<file path="config.mk">
export PLATFORM = sky130hd
export DESIGN_NAME = mole_scheduler
export DESIGN_NICKNAME = d
export VERILOG_FILES = /design/src/rtl/whack_pkg.sv /design/src/rtl/mole_timer.sv /design/src/rtl/mole_scheduler.sv
export SDC_FILE = /design/constraint.sdc
export NUM_CORES = 1
export LEC_CHECK = 0
export ABC_AREA = 1
export BUFFER_PORTS_ARGS = -buffer_cell sky130_fd_sc_hd__clkbuf_2
export CAP_MARGIN = 20
export CORE_ASPECT_RATIO = 1.25
export CORE_MARGIN = 3
export CORE_UTILIZATION = 58
export DETAILED_ROUTE_END_ITERATION = 7
export PLACE_DENSITY = 0.9
export SLEW_MARGIN = 20
export SYNTH_ARGS = -nofsm -noshare
export SYNTH_HDL_FRONTEND = slang
export SYNTH_SLANG_ARGS = --single-unit
</file>
<file path="constraint.sdc">
create_clock -name clk -period 2.55 [get_ports clk]
set_input_delay 0.765 -clock clk [delete_from_list [all_inputs] [get_ports clk]]
set_output_delay 0.765 -clock clk [all_outputs]
set_load 0.01 [all_outputs]
</file>
<file path="src/rtl/whack_pkg.sv">
// Shared types and constants for the whack-a-mole game sequencer.
package whack_pkg;

    // Sequencer states; the encoding is visible on the debug state output.
    typedef enum logic [2:0] {
        IDLE = 3'd0,
        DRAW = 3'd1,
        PICK = 3'd2,
        UP   = 3'd3,
        GAP  = 3'd4,
        DONE = 3'd5
    } sched_state_t;

    localparam int SCORE_W   = 8;
    localparam int ROUND_W   = 5;
    localparam int LFSR_W    = 10;
    localparam int MAX_RETRY = 3;
    localparam int RETRY_W   = 2;

    // Increment that sticks at the all-ones value instead of wrapping.
    function automatic logic [SCORE_W-1:0] satInc(input logic [SCORE_W-1:0] v);
        return (v == '1) ? v : v + 1'b1;
    endfunction

endpackage

</file>
<file path="src/rtl/mole_timer.sv">
// Loadable down-counter with a zero flag, shared by the lit and dark windows.
module mole_timer #(
    parameter int WIDTH = 4
) (
    input  logic             clk,
    input  logic             rst_n,
    input  logic             load,
    input  logic [WIDTH-1:0] loadVal,
    input  logic             dec,
    output logic             zero
);

    logic [WIDTH-1:0] count;

    // Load has priority over decrement; the count parks at zero.
    always_ff @(posedge clk) begin
        if (!rst_n) begin
            count <= '0;
        end else if (load) begin
            count <= loadVal;
        end else if (dec && (count != '0)) begin
            count <= count - 1'b1;
        end
    end

    assign zero = (count == '0);

endmodule

</file>
<file path="src/rtl/mole_scheduler.sv">
// Game sequencer: steps the external PRBS, picks a mole per round, lights it
// for a bounded window, judges presses and keeps score over a fixed game.
// start and btn are single-cycle pulses with no back-pressure: a pulse is
// acted on in the cycle it is sampled or it is dropped.
module mole_scheduler
    import whack_pkg::*;
#(
    parameter int NUM_MOLES  = 8,
    parameter int UP_CYCLES  = 50_000_000,
    parameter int GAP_CYCLES = 25_000_000,
    parameter int ROUNDS     = 16
) (
    input  logic                 clk,
    input  logic                 rst_n,
    input  logic                 start,
    input  logic [NUM_MOLES-1:0] btn,
    input  logic [9:0]           lfsr_seq,
    output logic                 shift_en,
    output logic [NUM_MOLES-1:0] mole_led,
    output logic [7:0]           score,
    output logic [7:0]           miss,
    output logic [4:0]           round_cnt,
    output logic                 busy,
    output logic                 done,
    output logic [2:0]           dbgState
);

    localparam int MOLE_W  = (NUM_MOLES > 1) ? $clog2(NUM_MOLES) : 1;
    localparam int MAX_WIN = (UP_CYCLES > GAP_CYCLES) ? UP_CYCLES : GAP_CYCLES;
    localparam int TIMER_W = (MAX_WIN > 1) ? $clog2(MAX_WIN) : 1;

    localparam logic [TIMER_W-1:0] UP_LOAD    = TIMER_W'(UP_CYCLES - 1);
    localparam logic [TIMER_W-1:0] GAP_LOAD   = TIMER_W'(GAP_CYCLES - 1);
    localparam logic [ROUND_W-1:0] LAST_ROUND = ROUND_W'(ROUNDS);
    localparam logic [MOLE_W-1:0]  MOLE_MASK  = MOLE_W'(NUM_MOLES - 1);
    localparam logic [RETRY_W-1:0] RETRY_CAP  = RETRY_W'(MAX_RETRY);

    sched_state_t state, stateNext;

    // mole holds the current round's mole; during PICK it is the previous one.
    logic [MOLE_W-1:0]  mole, moleNext, candidate;
    logic               hasPrev, hasPrevNext;
    logic [RETRY_W-1:0] retries, retryNext;
    logic [SCORE_W-1:0] scoreNext, missNext;
    logic [ROUND_W-1:0] roundNext;
    logic [NUM_MOLES-1:0] ledNext;

    logic               timerLoad, timerDec, timerZero;
    logic [TIMER_W-1:0] timerLoadVal;

    // Only the low bits of the PRBS word choose a mole.
    logic unusedLfsr;
    assign unusedLfsr = ^lfsr_seq[LFSR_W-1:MOLE_W];

    assign candidate = lfsr_seq[MOLE_W-1:0] & MOLE_MASK;
    assign dbgState  = state;

    mole_timer #(
        .WIDTH (TIMER_W)
    ) uTimer (
        .clk     (clk),
        .rst_n   (rst_n),
        .load    (timerLoad),
        .loadVal (timerLoadVal),
        .dec     (timerDec),
        .zero    (timerZero)
    );

    // State register.
    always_ff @(posedge clk) begin
        if (!rst_n) begin
            state <= IDLE;
        end else begin
            state <= stateNext;
        end
    end

    // Next-state, counter updates and timer control.
    always_comb begin
        stateNext    = state;
        moleNext     = mole;
        hasPrevNext  = hasPrev;
        retryNext    = retries;
        scoreNext    = score;
        missNext     = miss;
        roundNext    = round_cnt;
        timerLoad    = 1'b0;
        timerLoadVal = UP_LOAD;
        timerDec     = 1'b0;

        case (state)
            IDLE, DONE: begin
                if (start) begin
                    scoreNext   = '0;
                    missNext    = '0;
                    roundNext   = '0;
                    retryNext   = '0;
                    hasPrevNext = 1'b0;
                    stateNext   = DRAW;
                end
            end

            DRAW: stateNext = PICK;

            PICK: begin
                if (hasPrev && (candidate == mole) && (retries != RETRY_CAP)) begin
                    retryNext = retries + 1'b1;
                    stateNext = DRAW;
                end else begin
                    // Out of redraws: step past the previous mole instead.
                    if (retries == RETRY_CAP) begin
                        moleNext = (mole + 1'b1) & MOLE_MASK;
                    end else begin
                        moleNext = candidate;
                    end
                    hasPrevNext  = 1'b1;
                    retryNext    = '0;
                    timerLoad    = 1'b1;
                    timerLoadVal = UP_LOAD;
                    stateNext    = UP;
                end
            end

            UP: begin
                if (btn[mole]) begin
                    scoreNext    = satInc(score);
                    roundNext    = round_cnt + 1'b1;
                    timerLoad    = 1'b1;
                    timerLoadVal = GAP_LOAD;
                    stateNext    = GAP;
                end else begin
                    // A wrong press counts once but never shortens the window.
                    if (|btn) begin
                        missNext = satInc(miss);
                    end
                    if (timerZero) begin
                        roundNext    = round_cnt + 1'b1;
                        timerLoad    = 1'b1;
                        timerLoadVal = GAP_LOAD;
                        stateNext    = GAP;
                    end else begin
                        timerDec = 1'b1;
                    end
                end
            end

            GAP: begin
                if (timerZero) begin
                    stateNext = (round_cnt == LAST_ROUND) ? DONE : DRAW;
                end else begin
                    timerDec = 1'b1;
                end
            end

            default: stateNext = IDLE;
        endcase
    end

    // One-hot decode of the mole that will be lit next cycle.
    always_comb begin
        ledNext = '0;
        for (int i = 0; i < NUM_MOLES; i++) begin
            ledNext[i] = (moleNext == MOLE_W'(i));
        end
    end

    // Datapath registers; outputs are decoded from the next state so they are
    // all flop outputs aligned with the state they describe.
    always_ff @(posedge clk) begin
        if (!rst_n) begin
            mole      <= '0;
            hasPrev   <= 1'b0;
            retries   <= '0;
            score     <= '0;
            miss      <= '0;
            round_cnt <= '0;
            shift_en  <= 1'b0;
            mole_led  <= '0;
            busy      <= 1'b0;
            done      <= 1'b0;
        end else begin
            mole      <= moleNext;
            hasPrev   <= hasPrevNext;
            retries   <= retryNext;
            score     <= scoreNext;
            miss      <= missNext;
            round_cnt <= roundNext;
            shift_en  <= (stateNext == DRAW);
            mole_led  <= (stateNext == UP) ? ledNext : '0;
            busy      <= !((stateNext == IDLE) || (stateNext == DONE));
            done      <= (stateNext == DONE);
        end
    end

endmodule
</file>
== Yosys cells after proc, flatten, opt, wreduce, memory -nomap -nowiden ==
Index checks and enable logic that the tools add are counted.
Operators by class
  add/sub/neg operators: 6
  $mul: 0
  divide/modulo/power cells: 0
  order comparisons: 1
  equality and inequality tests: 29
  shifts and indexed selects: 0
  muxes and demuxes: 42
  bitwise logic cells: 0
  reduce and logical (&&, ||, !) cells: 21
Operators with widths (number)
  26-bit two-way mux: 5
  8-bit two-way mux: 6
  8-bit one-hot mux with 2 select lines: 2
  26-bit logical NOT: 1
  26-bit nonzero test: 1
  26-bit by 1-bit subtractor with 26-bit output (second input constant): 1
  3-bit two-way mux: 8
  3-bit equality test (second input constant): 7
  8-bit by 1-bit adder with 8-bit output (second input constant): 2
  8-bit equality test (second input constant): 2
  2-bit != test (second input constant): 8
  3-bit by 2-bit equality test with 1-bit output (second input constant): 5
  5-bit two-way mux: 3
  3-bit one-hot mux with 5 select lines: 1
  5-bit one-hot mux with 2 select lines: 1
  3-bit by 1-bit equality test with 1-bit output (second input constant): 3
  3-bit logical NOT: 3
  1-bit two-way mux: 8
  8-bit OR reduction: 1
  2-bit two-way mux: 3
  1-bit one-hot mux with 2 select lines: 3
  3-bit AND reduction: 2
  2-bit nonzero test: 3
  5-bit by 1-bit adder with 5-bit output (second input constant): 1
  16 further kinds: 19
Storage, ports and cells
  flip-flop bits (word level): 67
  bits in latches: 0
  memory bits (writable): 0
  memory bits (read-only): 0
  input bits: 21
  output and inout bits: 35
  logic and storage cells: 111
  memories kept: 0

== Depth between registers and ports, before layout ==
  depth in word-level cells: 8
  depth in mapped cells: 15
  mapped depth without buffers: 14

== By module ==
From an unflattened synthesis, not the netlist that was laid out.
Second synthesis, totals
  cells, all modules: 701
  area, all modules: 4364.2 sq um
Modules (own cells, without submodules)
  mole_scheduler: times used 1, cells each 344, area each 2344.7 sq um, sequential area each 820.8 sq um
  mole_timer: times used 1, cells each 357, area each 2019.4 sq um, sequential area each 520.5 sq um

== Worst setup path after synthesis ==
OpenSTA, ideal clock, no wires.
  path type: input to register
  start point: input port btn[3]
  end point: register uTimer.count[22]
  library setup time: 0.067 ns
  arrival time: 1.930 ns
  data required time: 2.483 ns
  setup slack: 0.553 ns
  cell stages on the path: 13
  buffers on the path: 2
  path through: inv_1 -> nand2_1 -> nand3_1 -> nand3_1 -> nand2_1 -> nand2_2 -> nand2_4 -> nand2_4 -> nor2_4 -> buf_6 -> buf_6 -> nand2_1 -> a21oi_2
Between the ends
  word-level cells in the longest chain between the ends: 6
  elaborated cells on any way between the ends: 11
  classes of those cells: mux: 9; reduce/logical: 2
Ends and longest elaborated chain
  start, declared: line mole_scheduler.sv:16  | input logic [NUM_MOLES-1:0] btn,
  1-bit binary-select mux with 3-bit select (*): line mole_scheduler.sv:125  | if (btn[mole]) begin
  1-bit two-way mux (not written as such) (*): line mole_scheduler.sv:125
  1-bit two-way mux: line mole_scheduler.sv:125
  1-bit one-hot mux with 2 select lines: line mole_scheduler.sv:91  | case (state)
  1-bit logical AND: line mole_timer.sv:21  | end else if (dec && (count != '0)) begin
  2-bit nonzero test (no source line)
  end signal, assigned: line mole_timer.sv:20  | count <= loadVal;
  end signal, assigned: line mole_timer.sv:22  | count <= count - 1'b1;
  end, declared: line mole_timer.sv:13  | logic [WIDTH-1:0] count;
Every way passes the cells marked *; elsewhere a longest branch is shown, timed or not. The select of a mux whose other input is x is not followed.
A chain may end at the register's enable or synchronous reset.

== Worst setup path in the final report ==
  start point: register uTimer.count[0]
  end point: register mole_led[2]
Between the ends
  word-level cells in the longest chain between the ends: 6
  elaborated cells on any way between the ends: 7
  classes of those cells: eq/ne: 1; mux: 4; reduce/logical: 2
Ends and longest elaborated chain
  26-bit logical NOT (*): line mole_timer.sv:26  | assign zero = (count == '0);
  3-bit two-way mux: line mole_scheduler.sv:136  | if (timerZero) begin
  3-bit two-way mux: line mole_scheduler.sv:125
  3-bit one-hot mux with 5 select lines (*): line mole_scheduler.sv:91
  3-bit by 2-bit equality test with 1-bit output (*): line mole_scheduler.sv:189  | mole_led <= (stateNext == UP) ? ledNext : '0;
  2-bit AND reduction (no source line) (*)
  end signal, assigned: line mole_scheduler.sv:189
  end, declared: line mole_scheduler.sv:19  | output logic [NUM_MOLES-1:0] mole_led,
Every way passes the cells marked *; elsewhere a longest branch is shown, timed or not.

==> flow_metrics.py <==
metrics = {
    "outcome": {
        "status": "complete, no violations",
    },
    "global_route": {
        "antenna_found_initial": 0,
        "grt.total_usage_pct": 25.9,
        "grt_start_max_net_pins": 31,
        "grt_pass1_vias": 3998,
        "overflow": 0,
        "grt_pass1_wl_um": 16700,
    },
    "die": {
        "ios": 56,
        "die_x_um": 79.7,
        "std_cell_rows": 32,
        "core_sq_um": 6370,
        "die_y_um": 98.2,
        "floorplan.initialDensity_pct": 61.9,
        "die_area_sq_um": 7830,
    },
    "detailed_routing": {
        "via_per_inst": 5.50,
        "drt_pass1_iterations": 5,
        "drt_wl_total_um": 9760,
        "first_iter_violations": 226,
        "wl_per_cell_um": 13.0,
        "drcViolationCount": 0,
        "drtAntennaViolNets": 0,
        "via_count": 4116,
    },
    "critical_path": {
        "path_depth": 10,
        "max_stage_delay_ns": 0.31,
        "cp.arrival_ns": 2.48,
        "rr_endpoint": "mole_led[2]",
        "cp_slowest_cell": "dfxtp_1",
        "critPathRequiredTime_ns": 2.82,
        "reg2reg_depth": 10,
        "cp_num_buf_inv": 1,
        "crit_fanout": 8,
        "cp-endpoint": "mole_led[2]",
        "end_kind": "flop",
        "cp_top_family": "simple AND/OR/NAND/NOR gates",
        "rr_startpoint": "uTimer.count[0]",
        "start_kind": "flop",
        "ff2ff_setup_slack_ns": 0.34,
        "crit_type": "reg -> reg",
        "worstPathCellList": "inv_1, ha_1, nand2_2, nor2_2, nand2_1, nor2_1, nand3_1, nand4_1, nand3_1, nor2_1",
        "startpoint": "uTimer.count[0]",
    },
    "final_layout": {
        "final_common_cell": "nand2_1",
        "final_nets": 686,
        "antenna_cells": 0,
        "fin_util_pct": 70.9,
        "final_cell_mix": "160 x nand2_1, 95 x nor2_1, 67 x dfxtp_1, 58 x inv_1, 57 x a21oi_1",
        "syn2layout_area_growth_pct": 14.5,
        "drive_gt1_share_pct": 14.8,
        "nFillCells": 527,
    },
    "clock_network": {
        "cts_hold_buf": 0,
        "cts_setup_buffers": 0,
        "ctsLongestPathBuffers": 2,
        "clk_latency_ns": 0.35,
        "root_buffer": "clkbuf_8",
        "cts_sinks": 67,
        "cts_buffers": 9,
        "cts.clk_slew.worst_paths_ns": 0.07,
        "cts_tree": "done",
        "ctsHtreeMaxLevel": 3,
        "cts-resized-gates": 0,
    },
    "timing": {
        "rsz0062_at_grt": "false",
        "setup_viol": 0,
        "post-route-period-util_pct": 86.8,
        "tightest_slew_ns": 0.664,
        "slew_viol_final": 0,
        "min_period_ns": 2.21,
        "fmax_ghz": 0.452,
        "slew_headroom_pct": 55.3,
        "fin_skew_ns": 0.00618,
        "setup_ws_ns": 0.336,
        "hold_violations": 0,
        "tns_ns": 0,
    },
    "power": {
        "ir_drop_mv": 0.798,
        "leakagePower_nw": 2.17,
        "p_per_area_nw_per_um2": 1040,
    },
    "synthesis": {
        "ys_types": 38,
        "synth-seq-cells": 67,
        "syn_inst": 604,
        "ys_seq_area_share_pct": 34.0,
        "yosysWarningCount": 0,
        "syn_area_sq_um": 3940,
        "avgSynthCellArea_sq_um": 6.53,
        "syn-num-nets": 632,
    },
    "min_path": {
        "holdPathStages": 2,
        "hold_class": "reg -> reg",
    },
    "placement": {
        "place_congestion": 0.917,
        "place.detailed.hpwl_um": 7080,
        "port_buffers": 48,
        "pre_cts_slack_ns": 0.235,
    },
    "flow_run": {
        "maxCapViolations": 0,
    },
}
sequential cells by signal, indices dropped and copies added, names as in the netlist:
register and flops:
uTimer.count 26, miss 8, mole_led 8, score 8, round_cnt 5, dbgState 3, mole 3, retries 2
busy 1, done 1, hasPrev 1, shift_en 1
synthesized netlist by cell type (all sizes together):
cell / count / area, sq um
a21oi: 59 / 310
nand2: 171 / 689
ha: 7 / 87.6
inv: 62 / 233
nor2: 101 / 399
clkinv: 2 / 8.75
nand3b: 3 / 22.5
dfxtp: 67 / 1340
clkbuf: 8 / 30.0
xnor2: 5 / 43.8
o22ai: 1 / 6.26
o211ai: 1 / 7.51
buf: 5 / 37.5
xor2: 29 / 254
nor3: 13 / 81.3
or2: 2 / 12.5
o21ai: 12 / 63.8
nor4: 1 / 6.26
nand4: 9 / 56.3
o21bai: 1 / 7.51
o2111ai: 1 / 8.76
nand3: 43 / 228
nor3b: 1 / 7.51
per-stage QoR:
stage	std cells	instance area, sq um	hold slack (ns)	power, mW
floorplan	604	3940	0.439	3.22
global placement	732	4310	0.457	3.61
detailed placement	732	4310	0.467	3.71
CTS	748	4510	0.479	4.66
global route	748	4510	0.484	5.08
finish	748	4510	0.481	4.68
kinds of logic (layout without fill, tap and decap cells):
kind of cell | after synthesis | count (layout) | share of synthesized area (%)
AOI/OAI and AO/OA | 75 | 75 | 10.3
xor gates and xnor gates | 34 | 34 | 7.55
adders and majority gates | 7 | 7 | 2.22
buffers and inverters | 77 | 136 | 7.84
DFF | 67 | 67 | 34.0
and+or+nand+nor | 344 | 344 | 38.1
routing by layer:
metal	vias up	track usage, %	part of all wire, %
met5	-	0	0
met4	0	11.4	2.5
met3	28	6.09	5.9
met2	143	46.7	53
met1	1918	28.2	39
li1	2027	-	-
power by group:
group | internal (mW) | switching (mW)
Combinational | 0.841 | 1.54
Sequential | 1.21 | 0.170
Clock | 0.534 | 0.385
cell type report:
class                   count  area [sq um]  area share, %
multi-input cells         460          2290           50.8
flip-flops and latches     67          1340           29.7
repair buffers             56           325           7.21
inverters                  64           241           5.35
clock buffers              15           176           3.91
well taps                  85           106           2.36
clock inverters             1          30.0          0.665
how the worst min path moves through the flow:
stage,from,end,slack (ns)
2_1_floorplan,hasPrev,hasPrev,0.44
3_3_place_gp,hasPrev,hasPrev,0.46
3_5_place_dp,retries[1],retries[1],0.47
4_1_cts,hasPrev,hasPrev,0.48
5_1_grt,hasPrev,hasPrev,0.48
6_report,hasPrev,hasPrev,0.48
worst register-to-register path, delay by kind of cell (launching register included):
family | cells | cell delay, ns
adders and majority gates | 1 | 0.24
buffers and inverters | 1 | 0.10
DFF | 1 | 0.31
and+or+nand+nor | 8 | 1.48
(Power assumes the default switching activity.)
